==> config.mk <==
export PLATFORM = sky130hd
export DESIGN_NAME = wrr_arbiter
export DESIGN_NICKNAME = d
export VERILOG_FILES = /design/src/rtl/wrr_arb_pkg.sv /design/src/rtl/wrr_arbiter_rr_pick.sv /design/src/rtl/wrr_arbiter.sv
export SDC_FILE = /design/constraint.sdc
export NUM_CORES = 1
export LEC_CHECK = 0
export ABC_CLOCK_PERIOD_IN_PS = 6420
export BUFFER_PORTS_ARGS = -buffer_cell sky130_fd_sc_hd__buf_4
export CAP_MARGIN = 20
export CELL_PAD_IN_SITES_DETAIL_PLACEMENT = 0
export CELL_PAD_IN_SITES_GLOBAL_PLACEMENT = 1
export CORE_MARGIN = 8
export CORE_UTILIZATION = 42
export CTS_BUF_LIST = sky130_fd_sc_hd__clkbuf_16
export DETAILED_ROUTE_END_ITERATION = 8
export HOLD_SLACK_MARGIN = 0.08
export PLACE_DENSITY_LB_ADDON = 0.1
export SLEW_MARGIN = 40
export SYNTH_ARGS = -nofsm -noshare
export SYNTH_HDL_FRONTEND = slang
export SYNTH_HIERARCHICAL = 1
export SYNTH_SLANG_ARGS = --single-unit
==> constraint.sdc <==
create_clock -name clk -period 6.42 [get_ports clk]
set_input_delay 0 -clock clk [delete_from_list [all_inputs] [get_ports clk]]
set_output_delay 0 -clock clk [all_outputs]
set_load 0.005 [all_outputs]
==> src/rtl/wrr_arb_pkg.sv <==
`default_nettype none
// +----------------------------------------------------------------------------+
// | wrr_arb_pkg : shared types and helpers for the weighted round-robin arbiter |
// | Revision 1.0                                                               |
// +----------------------------------------------------------------------------+
package wrr_arb_pkg;

  localparam int unsigned C_MAX_CLIENTS = 32;

  typedef enum logic [0:0] {
    IDLE = 1'b0,
    BUSY = 1'b1
  } state_t;

  // Index width for n clients, never below one bit.
  function automatic int unsigned idx_w(input int unsigned n);
    return (n <= 2) ? 1 : $clog2(n);
  endfunction

  // OR-reduction of set-bit indices: exact for one-hot input, cheap in gates.
  function automatic int unsigned onehot_to_idx(input logic [C_MAX_CLIENTS-1:0] v);
    int unsigned r;
    r = 0;
    for (int unsigned i = 0; i < C_MAX_CLIENTS; i++) begin
      if (v[i]) r = r | i;
    end
    return r;
  endfunction

endpackage
`default_nettype wire

==> src/rtl/wrr_arbiter_rr_pick.sv <==
`default_nettype none
// +----------------------------------------------------------------------------+
// | rr_pick : combinational cyclic priority picker starting at i_start          |
// | Revision 1.0                                                               |
// +----------------------------------------------------------------------------+
module rr_pick #(
  parameter int unsigned N     = 4,
  parameter int unsigned IDX_W = 2
) (
  input  logic [N-1:0]     i_req,
  input  logic [IDX_W-1:0] i_start,
  output logic [N-1:0]     o_onehot,
  output logic             o_found
);

  localparam int unsigned C_DW = 2 * N;

  logic [C_DW-1:0] w_dbl;
  logic [C_DW-1:0] w_mask;
  logic [C_DW-1:0] w_masked;
  logic [C_DW-1:0] w_lowest;

  // Lower copy masked below i_start; the upper copy supplies the wrap-around.
  assign w_dbl    = {i_req, i_req};
  assign w_mask   = ~((C_DW'(1) << i_start) - C_DW'(1));
  assign w_masked = w_dbl & w_mask;
  assign w_lowest = w_masked & (~w_masked + C_DW'(1));

  assign o_onehot = w_lowest[N-1:0] | w_lowest[C_DW-1:N];
  assign o_found  = |i_req;

endmodule
`default_nettype wire

==> src/rtl/wrr_arbiter.sv <==
`default_nettype none
// +----------------------------------------------------------------------------+
// | wrr_arbiter : weighted round-robin arbiter with grant hold and quantum      |
// | Revision 1.0                                                               |
// +----------------------------------------------------------------------------+
module wrr_arbiter
  import wrr_arb_pkg::*;
#(
  parameter int unsigned NUM_CLIENTS = 4,
  parameter int unsigned WEIGHT_W    = 4,
  localparam int unsigned IDX_W      = idx_w(NUM_CLIENTS)
) (
  input  logic                            clk,
  input  logic                            rst,
  input  logic [NUM_CLIENTS-1:0]          req,
  input  logic [NUM_CLIENTS*WEIGHT_W-1:0] weight,
  output logic [NUM_CLIENTS-1:0]          grant,
  output logic                            grant_valid,
  output logic [IDX_W-1:0]                grant_idx
);

  state_t                 r_state;
  logic [IDX_W-1:0]       r_ptr;
  logic [WEIGHT_W-1:0]    r_cnt;
  logic [NUM_CLIENTS-1:0] r_grant;
  logic                   r_grant_valid;
  logic [IDX_W-1:0]       r_grant_idx;

  logic [WEIGHT_W-1:0]    w_wt_raw;
  logic [WEIGHT_W-1:0]    w_wt_g;
  logic                   w_release;
  logic [IDX_W-1:0]       w_next_ptr;
  logic [IDX_W-1:0]       w_start;
  logic [NUM_CLIENTS-1:0] w_pick;
  logic                   w_found;
  logic [IDX_W-1:0]       w_pick_idx;

  assign w_wt_raw  = weight[r_grant_idx*WEIGHT_W +: WEIGHT_W];
  assign w_wt_g    = (w_wt_raw == '0) ? WEIGHT_W'(1) : w_wt_raw;
  // >= so that a weight lowered mid-quantum releases on the next edge.
  assign w_release = !req[r_grant_idx] || (r_cnt >= w_wt_g);

  assign w_next_ptr = (r_grant_idx == IDX_W'(NUM_CLIENTS - 1)) ? '0 : r_grant_idx + IDX_W'(1);
  assign w_start    = (r_state == IDLE) ? r_ptr : w_next_ptr;

  rr_pick #(
    .N     (NUM_CLIENTS),
    .IDX_W (IDX_W)
  ) u_pick (
    .i_req    (req),
    .i_start  (w_start),
    .o_onehot (w_pick),
    .o_found  (w_found)
  );

  assign w_pick_idx = IDX_W'(onehot_to_idx(C_MAX_CLIENTS'(w_pick)));

  always_ff @(posedge clk) begin
    if (rst) begin
      r_state       <= IDLE;
      r_ptr         <= '0;
      r_cnt         <= '0;
      r_grant       <= '0;
      r_grant_valid <= 1'b0;
      r_grant_idx   <= '0;
    end else begin
      case (r_state)
        IDLE: begin
          if (w_found) begin
            r_state       <= BUSY;
            r_cnt         <= WEIGHT_W'(1);
            r_grant       <= w_pick;
            r_grant_valid <= 1'b1;
            r_grant_idx   <= w_pick_idx;
          end
        end
        BUSY: begin
          if (!w_release) begin
            r_cnt <= r_cnt + WEIGHT_W'(1);
          end else begin
            r_ptr <= w_next_ptr;
            if (w_found) begin
              r_cnt         <= WEIGHT_W'(1);
              r_grant       <= w_pick;
              r_grant_valid <= 1'b1;
              r_grant_idx   <= w_pick_idx;
            end else begin
              r_state       <= IDLE;
              r_cnt         <= '0;
              r_grant       <= '0;
              r_grant_valid <= 1'b0;
            end
          end
        end
        default: begin
          r_state       <= IDLE;
          r_grant       <= '0;
          r_grant_valid <= 1'b0;
        end
      endcase
    end
  end

  assign grant       = r_grant;
  assign grant_valid = r_grant_valid;
  assign grant_idx   = r_grant_idx;

endmodule
`default_nettype wire

* Word-level counts from Yosys, hierarchy flattened
Index checks and enable logic that the tools add are counted.
** Operators by class
- $add $sub $neg :: 4
- Magnitude comparators :: 2
- Eq/ne operators :: 3
- Shift operators :: 2
- Mux-type cells :: 25
- Bitwise gates (word level) :: 6
- Reduce and logical (&&, ||, !) cells :: 6
** Operators with widths (number)
- 2-to-1 mux 4 bit :: 6
- AND 8 bit :: 2
- NOT 8 bit :: 2
- one-hot mux 4 bit (2 select lines) :: 2
- indexed part select 16 x 5 -> 4 bit :: 1
- 2-to-1 mux 2 bit :: 6
- adder 8 x 1 -> 8 bit, second input constant :: 1
- << shifter 1 x 2 -> 8 bit, first input constant :: 1
- subtractor 8 x 2 -> 8 bit, second input constant :: 1
- 2-to-1 mux 1 bit :: 7
- adder 4 x 1 -> 4 bit, second input constant :: 1
- >= comparator 4 bit :: 1
- logical NOT 4 bit :: 1
- inequality test 2 x 1 -> 1 bit, second input constant :: 2
- OR 4 bit :: 1
- one-hot mux 1 bit (2 select lines) :: 2
- one-hot mux 2 bit (2 select lines) :: 1
- AND reduction 2 bit :: 2
- OR reduction 4 bit :: 1
- < comparator 2 x 3 -> 1 bit, second input constant :: 1
- adder 2 x 1 -> 2 bit, second input constant :: 1
- binary-select mux 1 bit (select 2 bit) :: 1
- == test 2 bit, second input constant :: 1
- logical NOT 1 bit :: 1
- other kinds (2) :: 2
** Storage, ports and cells
- Bits in registers :: 14
- Input bits :: 22

* Depth between registers and ports, before layout
Gate-level depths: netlist (run 1).
- Depth in word-level cells :: 17
- Depth in mapped cells :: 11
- Gate-level depth less buffers :: 10

* Cells and area by module
Netlist (run 1), hierarchy kept.
** Modules (own cells, without submodules)
- wrr_arbiter :: instances 1, cells each 93, area each 952.2 um2, seq. area each 280.3 um2
- rr_pick :: instances 1, cells each 25, area each 143.9 um2, seq. area each 0.0 um2

* Worst setup path after synthesis (run 1)
OpenSTA, ideal clock, no wires.
- Kind :: flip-flop to flip-flop
- Start :: reg r_grant_idx[0], in the netlist grant_idx[0]
- End :: reg r_ptr[0]
- Arrival time :: 2.408 ns
- Data required time :: 6.299 ns
- Slack :: 3.892 ns
- Cell stages (with the launch flop) :: 10
- Buffers on the path :: 2
- Period minus slack after synthesis :: 2.528 ns
- Cells stage by stage :: dfxtp_1 -> buf_6 -> mux4_1 -> a31o_2 -> ha_1 -> nor3b_1 -> o22a_1 -> buf_6 -> a21boi_2 -> mux2_2
** Between the ends
- Cells in the longest elaborated chain, start to end :: 6
- Elaborated cells between the ends (all ways) :: 12
- Classes of those cells :: add/sub (1); order compare (1); eq/ne (1); shift (1); mux (4); reduce/logical (4)
** RTL lines
- start: declaration :: line wrr_arbiter.sv:27 : logic [IDX_W-1:0] r_grant_idx;
- start signal: assignment :: line wrr_arbiter.sv:74 : r_grant_idx <= w_pick_idx;
- start signal: assignment :: line wrr_arbiter.sv:86 : r_grant_idx <= w_pick_idx;
- indexed part select 16 x 5 -> 4 bit :: line wrr_arbiter.sv:38 : assign w_wt_raw = weight[r_grant_idx*WEIGHT_W +: WEIGHT_W];
- logical NOT 4 bit :: line wrr_arbiter.sv:39 : assign w_wt_g = (w_wt_raw == '0) ? WEIGHT_W'(1) : w_wt_raw;
- 2-to-1 mux 4 bit :: line wrr_arbiter.sv:39
- >= comparator 4 bit :: line wrr_arbiter.sv:41 : assign w_release = !req[r_grant_idx] || (r_cnt >= w_wt_g);
- logical OR 1 bit :: line wrr_arbiter.sv:41
- AND reduction 2 bit (no source line)
- end signal: assignment :: line wrr_arbiter.sv:81 : r_ptr <= w_next_ptr;
- end: declaration :: line wrr_arbiter.sv:23 : logic [IDX_W-1:0] r_ptr;
Parallel ways exist; a longest one is shown, timed or not. The select of a mux whose other input is x is not followed.
A chain may end at the register's enable or synchronous reset.

* Worst setup path after layout (run 1)
- Start :: reg r_grant_idx[0], in the netlist grant_idx[0]
- End :: reg r_grant_idx[1], in the netlist grant_idx[1]
** Between the ends
- Cells in the longest elaborated chain, start to end :: 16
- Elaborated cells between the ends (all ways) :: 26
- Classes of those cells :: add/sub (3); order compare (1); eq/ne (2); shift (2); mux (10); bitwise (5); reduce/logical (3)
** RTL lines
- adder 2 x 1 -> 2 bit or == test 2 bit (tied branches) :: line wrr_arbiter.sv:43 : assign w_next_ptr = (r_grant_idx == IDX_W'(NUM_CLIENTS - 1)) ? '0 : r_grant_idx + IDX_W'(1);
- 2-to-1 mux 2 bit :: line wrr_arbiter.sv:43
- 2-to-1 mux 2 bit :: line wrr_arbiter.sv:44 : assign w_start = (r_state == IDLE) ? r_ptr : w_next_ptr;
- << shifter 1 x 2 -> 8 bit :: line wrr_arbiter_rr_pick.sv:25 : assign w_mask = ~((C_DW'(1) << i_start) - C_DW'(1));
- subtractor 8 x 2 -> 8 bit :: line wrr_arbiter_rr_pick.sv:25
- NOT 8 bit :: line wrr_arbiter_rr_pick.sv:25
- AND 8 bit :: line wrr_arbiter_rr_pick.sv:26 : assign w_masked = w_dbl & w_mask;
- NOT 8 bit :: line wrr_arbiter_rr_pick.sv:27 : assign w_lowest = w_masked & (~w_masked + C_DW'(1));
- adder 8 x 1 -> 8 bit :: line wrr_arbiter_rr_pick.sv:27
- AND 8 bit :: line wrr_arbiter_rr_pick.sv:27
- OR 4 bit :: line wrr_arbiter_rr_pick.sv:29 : assign o_onehot = w_lowest[N-1:0] | w_lowest[C_DW-1:N];
- 2-to-1 mux 2 bit (2 in a row) :: line wrr_arb_pkg.sv:25 : if (v[i]) r = r | i;
- 2-to-1 mux 2 bit :: line wrr_arbiter.sv:69, wrr_arbiter.sv:82
- 2-to-1 mux 2 bit :: line wrr_arbiter.sv:78 : if (!w_release) begin
- one-hot mux 2 bit (2 select lines) :: line wrr_arbiter.sv:67 : case (r_state)
Parallel ways exist; a longest one is shown, timed or not. The select of a mux whose other input is x is not followed.

==> results of run 1 <==
## sequential cells by signal, summed over array words and instances, names as in the netlist
name,cells
r_ptr,2
grant_valid,1
grant,4
r_state,1
r_cnt,4
grant_idx,2
## where the power goes
part / total (W) / internal [W] / switching (W)
clock network: 0.000118 / 0.0000816 / 0.0000360
logic: 0.000254 / 0.000129 / 0.000125
registers: 0.000138 / 0.000108 / 0.0000300
total: 0.000510 / 0.000319 / 0.000191
## Yosys cell counts, types with 2 or more instances
cell / instances
o21ai_0: 2
mux2i_1: 4
o22ai_1: 2
buf_6: 3
nand4b_1: 3
clkbuf_1: 2
o21bai_1: 2
ha_1: 7
mux2_2: 3
nand2b_1: 11
nor2_1: 10
dfxtp_1: 14
nand3_1: 3
a21oi_1: 6
nor3_1: 2
o32ai_1: 4
inv_1: 9
a31oi_1: 3
nand2_1: 6
mux4_1: 4
## placed cells by master (no fill, tap or decap), types with 4 or more instances in the layout
cell type  count
buf_4         28
dfxtp_1       14
nand2b_1      11
nor2_1        10
inv_1          9
ha_1           7
nand2_1        6
a21oi_1        6
mux4_1         4
mux2i_1        4
o32ai_1        4
## metrics by stage
stage	total power, W	area (um2)
4_1_cts	0.000512	1380
6_report	0.000510	1380
3_5_place_dp	0.000393	1300
2_1_floorplan	0.000337	1100
3_3_place_gp	0.000385	1300
5_1_grt	0.000551	1380
## area by class of cell
class / instances / area share (%)
inverter: 9 / 2.44
sequential: 14 / 20.3
timing repair buffer: 29 / 15.9
multi-input combinational: 89 / 53.2
clock buffer: 3 / 5.43
tap: 30 / 2.71
## worst min-delay path, cell delays in order
cell and delay (ns):
buf_4 0.13, nand3_1 0.06, nor2_1 0.06, nand2b_1 0.07, o32ai_1 0.06
## cell families (layout without fill, tap and decap cells)
group	count (synthesis)	after routing	share of synthesized area, %
fa+ha+maj	7	7	7.99
flops	14	14	25.6
simple gates	42	42	21.2
compound gates	28	28	20.2
mux	12	12	17.7
buf+inv	15	41	7.31
## layer usage
metal	GRT usage (%)	vias to the layer above	routed length, um
met5	0	-	0
met4	2.35	0	9
met3	3.52	2	73
met2	22.8	12	1450
met1	15.0	452	1180
li1	-	492	-
## worst min-delay path by stage
stage / start / endpoint
final: req[3] / grant[3]$_SDFFE_PP0P_
after global routing: req[2] / r_state$_SDFF_PP0_
after CTS: req[2] / r_state$_SDFF_PP0_
after detailed placement: rst / r_cnt[0]$_SDFFE_PP0P_
after global placement: rst / r_state$_SDFF_PP0_
after floorplan: rst / grant_idx[0]$_SDFFE_PP0P_
==> impl_metrics.ini, run 1 <==
[critical_path]
reg2reg_to = grant_idx[1]$_SDFFE_PP0P_
crit_fanout = 11
r2r_start = grant_idx[0]$_SDFFE_PP0P_
cp-endpoint = grant_idx[1]$_SDFFE_PP0P_
crit_required_ns = 6.59
arrival_ns = 3.13
critPathTopFamily = compound AO/OA/AOI/OAI gates
cpPeakStageDelay_ns = 0.63
cp-end-kind = flip-flop
critPathBufInv = 0
critical_path_class = reg -> reg
reg2reg_depth = 7
cp-startpoint = grant_idx[0]$_SDFFE_PP0P_
critPathLaunchType = flip-flop
critPathSlowestCell = dfxtp_1
worstSetupPathDepth = 7
cp_cell_sequence = mux4_1, a31o_2, ha_1, nor3b_1, o22a_1, a21bo_1, mux2i_1
reg2reg_slack_ns = 3.47

[cells_and_area]
drive_gt1_share_pct = 27.8
n_antenna_cell = 0
nFillCells = 236
multiInputGateArea_um2 = 736
fin_cells = 174
seq_area_um2 = 280
final_util_pct = 55.8
synthToLayoutAreaGrowth_pct = 26.1
final_nets = 175

[synthesis]
netlist_area_um2 = 1100
synth_cells = 118
yosys-top-cells-area = dfxtp_1, mux4_1, ha_1, nand2b_1, mux2i_1
async_reset_ff_share_pct = 0
yosys_most_used_dff = dfxtp_1
synth_area_per_cell_um2 = 9.29
yosysWarnings = 6
synth_seq_cells = 14
synth_cell_types = 38
synth_edf_count = 0
yosysSeqAreaShare_pct = 25.6
netlist.area_leader.share_pct = 25.6
syn-num-nets = 147
yosysTopAreaCell = dfxtp_1

[cts]
cts.sinks = 14
cts_buffer_depth = 2
clk_pin_slew_ns = 0.05
cts_buffers = 3
postCtsHoldBufs = 1
cts_tree = done
htreeDepth = 1
cts_root_buf = clkbuf_16
postCtsSetupBuffers = 0
cts-resized-gates = 0
clk_latency_ns = 0.24

[pwr]
leakagePower_nw = 0.598
p_per_area_nw_per_um2 = 369
irDropWorstVdd_mv = 0.235

[detailed_routing]
drt-vias-per-instance = 5.51
antenna_left = 0
drc = 0
drt_wl_total_mm = 2.71
wl_per_cell_um = 15.6
first_pass_iters = 4
drt_iter0_markers = 57
num_vias = 958

[floorplan]
start_util_pct = 44.2
coreArea_um2 = 2480
row_count = 18
die_area_um2 = 4500
die_h_um = 67.1
ios = 29
die_w_um = 67.1

[timing]
fmax_mhz = 339
period_needed_ns = 2.95
tightestPinTransition_ns = 0.502
setup_viol = 0
rsz0062_at_grt = no
setup_ws_ns = 3.47
whs_ns = 0.186
fin_skew_ns = 0.000577
slew_viol_final = 0
tns_ns = 0
hold_viol = 0
fin_crit_sh_pct = 46.0
slew_headroom_pct = 66.5

[placement]
place_hpwl_mm = 2.12
dp_slack_ns = 3.48
io_buffers = 28
gp_congestion = 0.720
placed_cells = 170

[grt]
first_global_vias = 1003
gr-usage-all-layers_pct = 12.8
grt_pass1_wl_mm = 4.52
grt_max_degree = 24
antenna_found_initial = 0
grt_overflow = 0

[worst_hold_path]
hold_path_class = in -> reg
holdPathStages = 5

[run]
drv_cap = 0

[outcome]
outcome = finished, final reports clean
Power figures use the tool's default switching activity.
==> run 2, diff against run 1 <==
ABC_CLOCK_PERIOD_IN_PS = 2600   (was 6420)
CORE_UTILIZATION = 35   (was 42)
clock period = 2.6 ns   (was 6.42 ns; I/O delays follow)
==> impl_metrics.ini, run 2 (same netlist as run 1, synthesis figures left out) <==
[outcome]
outcome = finished, final reports clean

[critical_path]
critical_path_class = reg -> reg
crit_fanout = 6
crit_required_ns = 2.75
arrival_ns = 2.61
cp-end-kind = flip-flop
critPathLaunchType = flip-flop

[timing]
hold_viol = 0
setup_ws_ns = 0.144
fin_crit_sh_pct = 94.4
fmax_mhz = 407
tns_ns = 0
tightestPinTransition_ns = 0.374
fin_skew_ns = 0.000515
setup_viol = 0
rsz0062_at_grt = no
slew_viol_final = 0
slew_headroom_pct = 74.4
whs_ns = 0.210
period_needed_ns = 2.46

[floorplan]
die_w_um = 72.0
row_count = 20
die_h_um = 72.0
coreArea_um2 = 3030
die_area_um2 = 5180
start_util_pct = 36.2
ios = 29

[placement]
placed_cells = 191
dp_slack_ns = 0.0404
place_hpwl_mm = 2.29
place_area_um2 = 1370
gp_congestion = 0.758
io_buffers = 28

[cts]
cts_buffer_depth = 2
postCtsSetupBuffers = 0
clk_pin_slew_ns = 0.05
clk_latency_ns = 0.24
cts_root_buf = clkbuf_16
cts_buffers = 3
cts.sinks = 14
htreeDepth = 1
cts_tree = done

[worst_hold_path]
hold_path_class = in -> reg

[cells_and_area]
fin_area_um2 = 1460
synthToLayoutAreaGrowth_pct = 33.6
final_nets = 182
drive_gt1_share_pct = 32.2
n_antenna_cell = 0
final_cell_mix = buf_4, dfxtp_1, nand2b_1
nFillCells = 297
fin_cells = 196
final_common_cell = buf_4

[detailed_routing]
drt_wl_total_mm = 2.83
drc = 0
wl_per_cell_um = 14.5
drt_iter0_markers = 42
num_vias = 1011
drt-vias-per-instance = 5.16
antenna_left = 0
first_pass_iters = 4

[grt]
first_global_vias = 1055
grt_overflow = 0
grt_max_degree = 24
gr-usage-all-layers_pct = 11.4
antenna_found_initial = 0
grt_pass1_wl_mm = 4.73

[pwr]
leakagePower_nw = 0.640
irDropWorstVdd_mv = 0.451
p_per_area_nw_per_um2 = 917

[run]
drv_cap = 0
run 2: critical path, stage by stage, from the launching register on:
cell     delay (ns)
dfxtp_2        0.39
mux4_1         0.56
a31o_2         0.22
ha_1           0.26
nor3b_1        0.20
o22a_1         0.30
a21oi_1        0.18
o32ai_1        0.25
run 2: final cells by class:
cell class,instances,area (um2),share of cell area [%]
clock buffer,3,75.1,5.13
inverter,9,33.8,2.31
multi-input combinational,89,742,50.7
timing repair buffer,36,273,18.6
tap,44,55.1,3.76
sequential,14,282,19.2
clock inverter,1,3.75,0.256
run 2: metal layers:
metal	track usage (%)	routed length [um]	vias to the layer above
li1	-	-	512
met1	12.0	1140	487
met2	21.3	1590	10
met3	3.44	93	2
met4	3.40	9	0
met5	0	0	-
run 2: through the flow:
step / util [%] / power [W]
floorplan: - / 0.000832
global placement: 45.2 / 0.00102
detailed placement: 45.2 / 0.00104
CTS: 48.1 / 0.00134
global route: 48.3 / 0.00145
finish: 48.3 / 0.00134
run 2: final timing paths:
check / slack [ns] / cells past startpoint / endpoint / from
min reg2reg: 0.47 / 2 / grant[1]$_SDFFE_PP0P_ / grant[1]$_SDFFE_PP0P_
max reg2reg: 0.14 / 7 / grant[3]$_SDFFE_PP0P_ / grant_idx[0]$_SDFFE_PP0P_
min: 0.21 / 4 / grant[1]$_SDFFE_PP0P_ / req[1]
max: 0.14 / 7 / grant[3]$_SDFFE_PP0P_ / grant_idx[0]$_SDFFE_PP0P_
run 2: repair_timing:
action / CTS / global route
gates resized for setup: 0 / 3
hold buffers: 1 / 0
endpoints found under the hold margin: 3 / 0
endpoints found under the setup margin: 0 / 10
run 2: where the power goes:
| group | switching (W) | internal [W] |
|---|---|---|
| Combinational | 0.000347 | 0.000375 |
| Clock | 0.0000941 | 0.000204 |
| Sequential | 0.0000522 | 0.000269 |
